## src/rtl/icache_fetch_pkg.sv

```systemverilog
// Shared definitions for the instruction cache front end.
//   fetch_state_e : refill controller state encoding
//   DEF_*         : default geometry used by icache_fetch
//   OFFSET_BITS / INDEX_BITS / TAG_BITS : address split for the default geometry
//   NOP           : value driven on f_inst whenever no instruction is delivered
package icache_fetch_pkg;

  typedef enum logic [1:0] {
    ST_IDLE   = 2'd0,
    ST_REFILL = 2'd1,
    ST_FILL   = 2'd2
  } fetch_state_e;

  localparam int DEF_XLEN     = 32;
  localparam int DEF_PC_BITS  = 20;
  localparam int DEF_LINES    = 4;
  localparam int DEF_WORDS    = 4;
  localparam int DEF_CNT_BITS = 32;

  localparam int OFFSET_BITS = $clog2(DEF_WORDS);
  localparam int INDEX_BITS  = $clog2(DEF_LINES);
  localparam int TAG_BITS    = DEF_PC_BITS - OFFSET_BITS - INDEX_BITS;

  localparam logic [31:0] NOP = 32'h0000_0000;

endpackage

```

## src/rtl/icache_refill_fsm.sv

```systemverilog
// Refill sequencer for the instruction cache.
//   clk_i, rst_ni   : clock, asynchronous active-low reset
//   miss_i          : lookup missed in IDLE (already qualified by f_req and flush)
//   line_addr_i     : line address of the missing fetch
//   mem_ready_i     : memory line-return pulse
//   state_o         : current state
//   mem_req_o       : refill request, held until and including the mem_ready cycle
//   mem_addr_o      : latched miss line address, stable for the whole refill
//   fill_o          : strobe telling the arrays to install mem_rdata this cycle
//
// state     | meaning
// ----------+------------------------------------------------------------
// ST_IDLE   | lookups served; a miss latches its line address
// ST_REFILL | request outstanding; waits for mem_ready, installs the line
// ST_FILL   | one bubble so the re-presented f_pc hits on the next cycle
module icache_refill_fsm
  import icache_fetch_pkg::*;
#(
  parameter int LA_W = 18
) (
  input  logic            clk_i,
  input  logic            rst_ni,
  input  logic            miss_i,
  input  logic [LA_W-1:0] line_addr_i,
  input  logic            mem_ready_i,
  output fetch_state_e    state_o,
  output logic            mem_req_o,
  output logic [LA_W-1:0] mem_addr_o,
  output logic            fill_o
);

  fetch_state_e    state_q;
  logic            mem_req_q;
  logic [LA_W-1:0] miss_addr_q;

  always_ff @(posedge clk_i or negedge rst_ni) begin
    if (!rst_ni) begin
      state_q     <= ST_IDLE;
      mem_req_q   <= 1'b0;
      miss_addr_q <= '0;
    end else begin
      case (state_q)
        ST_IDLE: begin
          if (miss_i) begin
            state_q     <= ST_REFILL;
            mem_req_q   <= 1'b1;
            miss_addr_q <= line_addr_i;
          end
        end
        ST_REFILL: begin
          if (mem_ready_i) begin
            state_q   <= ST_FILL;
            mem_req_q <= 1'b0;
          end
        end
        ST_FILL: begin
          state_q <= ST_IDLE;
        end
        default: begin
          state_q   <= ST_IDLE;
          mem_req_q <= 1'b0;
        end
      endcase
    end
  end

  // mem_ready outside REFILL never reaches the arrays.
  assign fill_o     = (state_q == ST_REFILL) && mem_ready_i;
  assign state_o    = state_q;
  assign mem_req_o  = mem_req_q;
  assign mem_addr_o = miss_addr_q;

endmodule

```

## src/rtl/icache_fetch.sv

```systemverilog
// Direct-mapped, read-only instruction cache in front of the fetch stage.
//   clk, rst             : clock, asynchronous active-low reset
//   f_req, f_pc, flush   : fetch request, word address, branch redirect
//   f_inst, f_valid      : same-cycle hit data (0 when not valid)
//   stall_f              : fetch must hold f_pc
//   mem_req, mem_addr    : line refill request and line address
//   mem_ready, mem_rdata  : line return pulse and full line (word 0 in LSBs)
//   hit_cnt, miss_cnt    : wrapping performance counters
module icache_fetch
  import icache_fetch_pkg::*;
#(
  parameter int XLEN     = DEF_XLEN,
  parameter int PC_BITS  = DEF_PC_BITS,
  parameter int LINES    = DEF_LINES,
  parameter int WORDS    = DEF_WORDS,
  parameter int CNT_BITS = DEF_CNT_BITS
) (
  input  logic                              clk,
  input  logic                              rst,
  input  logic                              f_req,
  input  logic [PC_BITS-1:0]                f_pc,
  input  logic                              flush,
  output logic [XLEN-1:0]                   f_inst,
  output logic                              f_valid,
  output logic                              stall_f,
  output logic                              mem_req,
  output logic [PC_BITS-$clog2(WORDS)-1:0]  mem_addr,
  input  logic                              mem_ready,
  input  logic [WORDS*XLEN-1:0]             mem_rdata,
  output logic [CNT_BITS-1:0]               hit_cnt,
  output logic [CNT_BITS-1:0]               miss_cnt
);

  localparam int OFF_W = $clog2(WORDS);
  localparam int IDX_W = $clog2(LINES);
  localparam int LA_W  = PC_BITS - OFF_W;
  localparam int TAG_W = LA_W - IDX_W;

  logic [OFF_W-1:0] pc_off;
  logic [IDX_W-1:0] pc_idx;
  logic [TAG_W-1:0] pc_tag;
  logic [LA_W-1:0]  pc_line;

  logic [LINES-1:0] valid_q;
  logic [TAG_W-1:0] tag_q  [LINES];
  logic [XLEN-1:0]  data_q [LINES][WORDS];

  logic [CNT_BITS-1:0] hit_cnt_q;
  logic [CNT_BITS-1:0] miss_cnt_q;

  fetch_state_e     state;
  logic             fill;
  logic [IDX_W-1:0] fill_idx;
  logic [TAG_W-1:0] fill_tag;
  logic             idle;
  logic             hit;
  logic             lookup_hit;
  logic             lookup_miss;

  assign pc_off  = f_pc[OFF_W-1:0];
  assign pc_idx  = f_pc[OFF_W +: IDX_W];
  assign pc_tag  = f_pc[PC_BITS-1 -: TAG_W];
  assign pc_line = f_pc[PC_BITS-1:OFF_W];

  assign idle = (state == ST_IDLE);
  assign hit  = valid_q[pc_idx] && (tag_q[pc_idx] == pc_tag);

  // A redirect kills both delivery and refill start for the stale pc.
  assign lookup_hit  = idle && f_req && hit  && !flush;
  assign lookup_miss = idle && f_req && !hit && !flush;

  assign f_valid = lookup_hit;
  assign f_inst  = lookup_hit ? data_q[pc_idx][pc_off] : XLEN'(NOP);
  assign stall_f = lookup_miss || !idle;

  icache_refill_fsm #(
    .LA_W (LA_W)
  ) u_refill_fsm (
    .clk_i       (clk),
    .rst_ni      (rst),
    .miss_i      (lookup_miss),
    .line_addr_i (pc_line),
    .mem_ready_i (mem_ready),
    .state_o     (state),
    .mem_req_o   (mem_req),
    .mem_addr_o  (mem_addr),
    .fill_o      (fill)
  );

  assign fill_idx = mem_addr[IDX_W-1:0];
  assign fill_tag = mem_addr[LA_W-1:IDX_W];

  always_ff @(posedge clk or negedge rst) begin
    if (!rst) begin
      valid_q    <= '0;
      hit_cnt_q  <= '0;
      miss_cnt_q <= '0;
    end else begin
      if (fill) valid_q[fill_idx] <= 1'b1;
      if (lookup_hit)  hit_cnt_q  <= hit_cnt_q + 1'b1;
      if (lookup_miss) miss_cnt_q <= miss_cnt_q + 1'b1;
    end
  end

  // Tag and data contents are qualified by valid_q, so they carry no reset.
  always_ff @(posedge clk) begin
    if (fill) begin
      tag_q[fill_idx] <= fill_tag;
      for (int w = 0; w < WORDS; w++) begin
        data_q[fill_idx][w] <= mem_rdata[w*XLEN +: XLEN];
      end
    end
  end

  assign hit_cnt  = hit_cnt_q;
  assign miss_cnt = miss_cnt_q;

endmodule
```

## config.mk

```make
export PLATFORM = sky130hd
export DESIGN_NAME = icache_fetch
export DESIGN_NICKNAME = d
export VERILOG_FILES = /design/src/rtl/icache_fetch_pkg.sv /design/src/rtl/icache_refill_fsm.sv /design/src/rtl/icache_fetch.sv
export SDC_FILE = /design/constraint.sdc
export NUM_CORES = 1
export LEC_CHECK = 0
export ABC_AREA = 1
export CORE_UTILIZATION = 50
export DETAILED_ROUTE_END_ITERATION = 7
export DONT_BUFFER_PORTS = 1
export GPL_TIMING_DRIVEN = 0
export PLACE_DENSITY_LB_ADDON = 0.12
export SETUP_SLACK_MARGIN = 0.2
export SLEW_MARGIN = 20
export SYNTH_ARGS = -nofsm -noshare
export SYNTH_HDL_FRONTEND = slang
export SYNTH_SLANG_ARGS = --single-unit
```

## constraint.sdc

```tcl
create_clock -name clk -period 20 [get_ports clk]
set_clock_uncertainty 0.15 [all_clocks]
set_input_delay 6 -clock clk [delete_from_list [all_inputs] [get_ports clk]]
set_output_delay 6 -clock clk [all_outputs]
set_load 0.01 [all_outputs]
```

# Word level (Yosys, flattened, before mapping)
# Memories as Yosys holds them, arrays and structs flattened.
# Index checks and enable logic that the tools add are counted.
[totals] ff_bits=89 ramBits=576 in_bits=153 out_inout_bits=117 wordCells=54 memories=2
[memory_table] name="data_q" depth=4 width=128 rd=1 rd_ports_with_merged_regs=0 write_ports=1 line="icache_fetch.sv:46" source="logic [XLEN-1:0] data_q [LINES][WORDS];"
[memory_table] name="tag_q" depth=4 width=16 rd=1 rd_ports_with_merged_regs=0 write_ports=1 line="icache_fetch.sv:45" source="logic [TAG_W-1:0] tag_q [LINES];"
[classes] n_addsub=2 magnitude_cmp=4 n_eq_ne=5 n_mux=16 bitwise_logic=3 n_reduce_logical=16
[op_table] operator="32-bit 2-to-1 mux" n=3
[op_table] operator="32-bit by 1-bit adder with 32-bit output (second input constant)" n=2
[op_table] operator="32-bit binary-select mux with 2-bit select" n=1
[op_table] operator="16-bit equality test" n=1
[op_table] operator="1-bit logical AND" n=8
[op_table] operator="2-bit by 3-bit < comparator with 1-bit output (second input constant)" n=2
[op_table] operator="1-bit 2-to-1 mux" n=6
[op_table] operator="2-bit 2-to-1 mux" n=2
[op_table] operator="4-bit bitwise OR" n=1
[op_table] operator="2-bit case mux with 2 select lines" n=1
[op_table] operator="2-bit AND reduction" n=2
[op_table] operator="3-bit greater-or-equal comparator (second input constant)" n=1
[op_table] operator="1-bit zero test" n=3
[op_table] operator="2-bit inverter with 3-bit output" n=1
[op_table] operator="1-bit case mux with 3 select lines" n=1
[op_table] operator="3-bit AND reduction" n=1
[op_table] operator="1-bit binary-select mux with 2-bit select" n=1
[op_table] operator="1-bit demux with 2-bit select" n=1
[op_table] operator="2-bit by 1-bit equality test with 1-bit output (second input constant)" n=1
[op_table] operator="2-bit equality test (second input constant)" n=1
[op_table] operator="2-bit by 1-bit greater-or-equal comparator with 1-bit output (second input constant)" n=1
[op_table] operator="2-bit zero test" n=1
[op_table] operator="2-bit by 1-bit != test with 1-bit output (second input constant)" n=1
[op_table] operator="2-bit != test (second input constant)" n=1
[op_table] operator="2 further kinds" n=2

# Longest topological paths before layout
[logic_depth] depth_word=8 depth_mapped=17 depth_no_buf=14

# Modules after synthesis
# From an unflattened synthesis, not the netlist that was laid out.
[hier_totals] hier_cells=2553 hier_area_um2=28183.3
[modules_own_cells] mod="icache_fetch" instances=1 cells_per_inst=2460 area_each_um2=27337.5 seq_area_each_um2=18998.2
[modules_own_cells] mod="icache_refill_fsm" instances=1 cells_per_inst=93 area_each_um2=845.8 seq_area_each_um2=525.5

# Least setup slack after synthesis
# OpenSTA, ideal clock, no wires.
[synth_timing] kind="in2reg" startpoint="input port mem_ready" endpoint="register valid_q[0]" setup_ns=0.127 t_arrival_ns=16.845 required_ns=19.723 slack_ns=2.878 stages=3 n_path_buf=0 path_cell_list="nand3_1 nor3_1 or2_2"
[synth_via] elab_chain_cells=1
[synth_rtl] item="start: declaration" line="icache_fetch.sv:28" source="input logic mem_ready,"
[synth_rtl] item="1-bit logical AND" line="icache_refill_fsm.sv:68" source="assign fill_o = (state_q == ST_REFILL) && mem_ready_i;"
[synth_rtl] item="end signal: assignment" line="icache_fetch.sv:95" source="valid_q <= '0;"
[synth_rtl] item="end signal: indexed assignment" line="icache_fetch.sv:99" source="if (fill) valid_q[fill_idx] <= 1'b1;"
[synth_rtl] item="end: declaration" line="icache_fetch.sv:44" source="logic [LINES-1:0] valid_q;"
# No other way between the ends.
# A chain may end at the register's enable or synchronous reset.

# Worst setup path in the final report
[layout_timing] startpoint="input port f_pc[3]" endpoint="output port f_inst[0]"
[layout_via] elab_chain_cells=6 elab_cells_between_ends=12 cone_classes="eq/ne (1); mux (6); reduce/logical (3); memory (2)"
[layout_rtl] item="start: declaration" line="icache_fetch.sv:21" source="input logic [PC_BITS-1:0] f_pc,"
[layout_rtl] item="memory 4 x 16 bit / 1-bit binary-select mux with 2-bit select (equally long branches)"
[layout_rtl] item="16-bit equality test / 1-bit 2-to-1 mux (equally long branches)" line="icache_fetch.sv:66" source="assign hit = valid_q[pc_idx] && (tag_q[pc_idx] == pc_tag);"
[layout_rtl] item="1-bit logical AND" line="icache_fetch.sv:66"
[layout_rtl] item="1-bit logical AND (2 in a row)" line="icache_fetch.sv:69" source="assign lookup_hit = idle && f_req && hit && !flush;"
[layout_rtl] item="32-bit 2-to-1 mux *" line="icache_fetch.sv:73" source="assign f_inst = lookup_hit ? data_q[pc_idx][pc_off] : XLEN'(NOP);"
[layout_rtl] item="end: declaration" line="icache_fetch.sv:23" source="output logic [XLEN-1:0] f_inst,"
# Mark *: on every way between the ends. The rest lies on a longest branch, timed or not. The select of a mux whose other input is x is not followed.

==> results.tsv <==
stage	metric	value	unit
outcome	outcome	finished, final reports clean	
synth	synth unique cells	37	
pwr	relative contribution of combinational cells to total power	7.2	%
drt	detailed-route vias per instance	5.78	
synth	Post-synth top cells	edfxtp_1 (576), nand2_1 (547), nor2_1 (306), o21ai_0 (253), nand3_1 (137)	
synth	sequential area share after synthesis	69.4	%
pwr	sum of internal, switching and leakage power	3.21	mW
drt	antenna violation net count after detailed routing	0	
setup_path	critical path cell sequence	inv_2, buf_2, buf_1, clkbuf_1, o21ai_0, o22ai_1, a21oi_1, nor3_1	
pwr	portion of total power attributed to sequential cells	50.9	%
synth	dominant cell by count in the synthesized netlist	edfxtp_1	
layout	final standard cell count with taps included and fillers excluded	3431	
timing	headroom to the max-slew limit	37.8	%
layout	core utilization of the finished layout	58.3	%
synth	combined area of all synthesized cells	28100	sq um
setup_path	type of element launching the critical path	input port	
grt	first-pass GRT wire length	122000	um
setup_path	maximum fanout along the worst path	10	
drt	first-pass detailed-route iteration total	6	
clock_network	insertion delay to the later sink of the worst-skew pair	0.62	ns
pwr	reported leakage power	11.7	nW
synth	share of the synthesized area in the top cell type	61.5	%
timing	final hold vios	0	
setup_path	cell with the biggest individual delay on the critical path	nor3_1	
pwr	part of the total power dissipated in the clock network	41.9	%
setup_path	crit path buf inv count	4	
timing	time the worst path needs with I/O delays and setup	15.06	ns
synth	Post-synth EDFFs	576	
timing	endpoints failing setup	0	
placement	post-placement cell count	3302	
synth	Post-Synthesis Net Count	2651	
setup_path	required time worst endpoint	13.85	ns
layout	area growth from synthesis to layout	14.6	%
floorplan	Die Height	239	um
synth	Synth warnings	0	
floorplan	cell row count	86	
drt	vias after detailed routing	19800	
synth	post-synthesis cell type with the largest combined area	edfxtp_1	
clock_network	Hold Buf Count CTS	0	
floorplan	initial core utilization	50.9	%
synth	top cells by area in the synthesized netlist	edfxtp_1 (61%), dfrtp_1 (7.9%), nand2_1 (7.3%), o21ai_0 (4.5%), nor2_1 (4.1%)	
timing	Final WS setup	4.94	ns
synth	Synth Flop Type	edfxtp_1	
clock_network	Inserted Clock Buffers	72	
synth	Post-Syn Area per Cell	11.3	sq um
synth	xor and xnor fraction of the mapped netlist area	1.62	%
layout	count of fill cells added during filler insertion	4634	
timing	worst slack on hold paths	0.317	ns
clock_network	number of levels in the clock H-tree	3	
setup_path	Worst setup EP type	output port	
pwr	switching part of the total power	23.7	%
placement	port buffer count	0	
worst_hold_path	worst min path class	flip-flop to flip-flop	
placement	HPWL Detailed	59700	um
job	maxcap violations	0	
grt	aggregate global routing overflow	0	
drt	average detailed-routed wire length per instance	24.1	um
grt	total routing resource utilization after global routing	29.0	%
layout	NumNets Final	2783	
placement	global placer's final weighted congestion	0.949	
grt	initial antenna violation count	1	
pwr	Internal	2.45	mW
setup_path	category of the most critical setup path	input port to output port	
setup_path	top cell family by delay on the critical path	buffers and inverters	
synth	fraction of the mapped netlist area in compound gates	8.64	%
timing	FMAX	0.0664	GHz
clock_network	CTS Sinks	665	
floorplan	horizontal die dimension	239	um
clock_network	clock-pin slew on the worst setup and hold paths	0.06	ns
synth	post-synthesis register bit count	665	
timing	setup repair after global routing missed its margin	false	
floorplan	I/O pin total	270	
drt	drt initial violations	1702	
floorplan	area enclosed by the die boundary	57200	sq um
timing	final cycle utilization of the critical path	75.3	%
pwr	NetSw	760	uW
placement	pre-CTS WS	4.91	ns
pwr	P per Cell Area	99.5	nW/um^2
setup_path	crit path DAT	8.91	ns
floorplan	core outline area	55300	sq um
setup_path	delay of the slowest critical-path stage	0.68	ns
synth	Adder-Cell Fraction of Synth Area	0.0889	%
clock_network	root buffer cell	clkbuf_16	
clock_network	buffers inserted by post-CTS timing repair	0	
layout	Ant. Diodes	0	
drt	remaining design rule violation count	0	
drt	Routed WL	82600	um
grt	largest net degree at the start of global routing	90	
synth	mux contribution to synthesized area	0	%
synth	simple-gate share of the synthesized area	17.0	%
clock_network	buffer levels on the longest clock path	3	
layout	fraction of final layout cells sized beyond drive strength 1	8.35	%
clock_network	CTS-repair resized insts	0	
timing	actual slew at the worst max-slew pin	0.933	ns
pwr	peak supply drop	0.0813	mV
synth	FFs w/ async S/R, synth	13.4	%
synth	main combinational cell family by area after synthesis	simple AND/OR/NAND/NOR gates	
timing	final slew viol count	0	
synth	Synth Instances	2496	
clock_network	CTS tree	yes	
grt	number of global-route vias before repair	19400	
-- placed cells by master, fill, tap and decap left out, types with 2 or more instances in the layout --
master	synthesis	final
edfxtp_1	576	576
nand2_1	547	547
nor2_1	306	304
o21ai_0	253	253
nand3_1	137	137
clkbuf_1	99	113
o22ai_1	111	111
dfrtp_1	89	89
clkbuf_16	0	76
inv_1	70	70
a21oi_1	51	51
nand4_1	49	49
buf_4	10	40
xor2_1	34	34
nor3_1	32	30
buf_6	8	20
nor3_2	17	19
xnor2_1	18	18
a32o_1	17	17
buf_1	14	14
clkinv_1	0	13
buf_2	12	12
nor4_1	11	11
clkinv_2	0	10
buf_16	0	10
nand3b_1	7	7
bufinv_16	0	7
o21ai_1	6	6
buf_12	0	6
nand3_2	3	3
or2_2	3	3
clkbuf_8	0	3
and3_1	2	2
o211ai_1	2	2
nor2_4	0	2
and2_1	2	2
ha_1	2	2
clkinv_8	0	2
inv_16	0	2
-- kinds of logic (layout without fill, tap and decap cells) --
group	count (synthesis)	in the layout
AO/OA/AOI/OAI	440	440
XOR/XNOR	52	52
flip-flops	665	665
adder cells (fa/ha/maj)	2	2
AND/OR/NAND/NOR	1122	1122
buffers and inverters	215	402
-- layer usage --
layer | GRT usage, % | vias to the layer above | routed length, um
met3 | 8.90 | 143 | 7870
li1 | - | 9158 | -
met5 | 0 | - | 0
met1 | 34.8 | 9744 | 31000
met4 | 10.6 | 0 | 2860
met2 | 49.0 | 803 | 40800
-- cell type report --
cell class,count,area (sq um),share of cell area (%)
well taps,748,936,2.90
inverters,72,278,0.861
repair buffers,58,756,2.34
plain buffers,143,649,2.01
clock inverters,36,398,1.23
clock buffers,93,2000,6.19
flip-flops and latches,665,19500,60.5
multi-input cells,1616,7720,23.9
-- path summary, 6_finish.rpt --
path                            cells past startpoint                          to  slack [ns]                    start
worst min-delay path                                1                  valid_q[0]        0.32               valid_q[0]
max in group asynchronous                           0                 hit_cnt[13]       14.60                      rst
worst max-delay path                                8                   f_inst[0]        4.94                  f_pc[3]
worst min register to register                      1                  valid_q[0]        0.32               valid_q[0]
worst max register to register                      9               data_q[2][82]       17.03  u_refill_fsm.state_o[1]
min in group asynchronous                           0  u_refill_fsm.mem_addr_o[4]        4.93                      rst
-- flip-flops by register name, summed over array words and instances (netlist names) --
register,count
u_refill_fsm.mem_addr_o,18
miss_cnt,32
u_refill_fsm.mem_req_o,1
data_q,512
valid_q,4
tag_q,64
u_refill_fsm.state_o,2
hit_cnt,32
-- metrics by stage --
stage,setup TNS (ns),cell area (sq um)
final,0,32300
after global routing,0,32300
after global placement,-1635.41,29100
after floorplan,0,28100
after CTS,0,32300
after detailed placement,0,29900
-- power groups by stage --
| stage | Clock, mW | Sequential (mW) | Combinational [mW] |
|---|---|---|---|
| 2_1_floorplan | 0 | 1.66 | 0.141 |
| 3_3_place_gp | 0 | 1.69 | 0.211 |
| 3_5_place_dp | 0 | 1.66 | 0.232 |
| 4_1_cts | 1.36 | 1.63 | 0.233 |
| 5_1_grt | 1.41 | 1.64 | 0.255 |
| 6_report | 1.35 | 1.63 | 0.232 |
(Power assumes the default switching activity.)
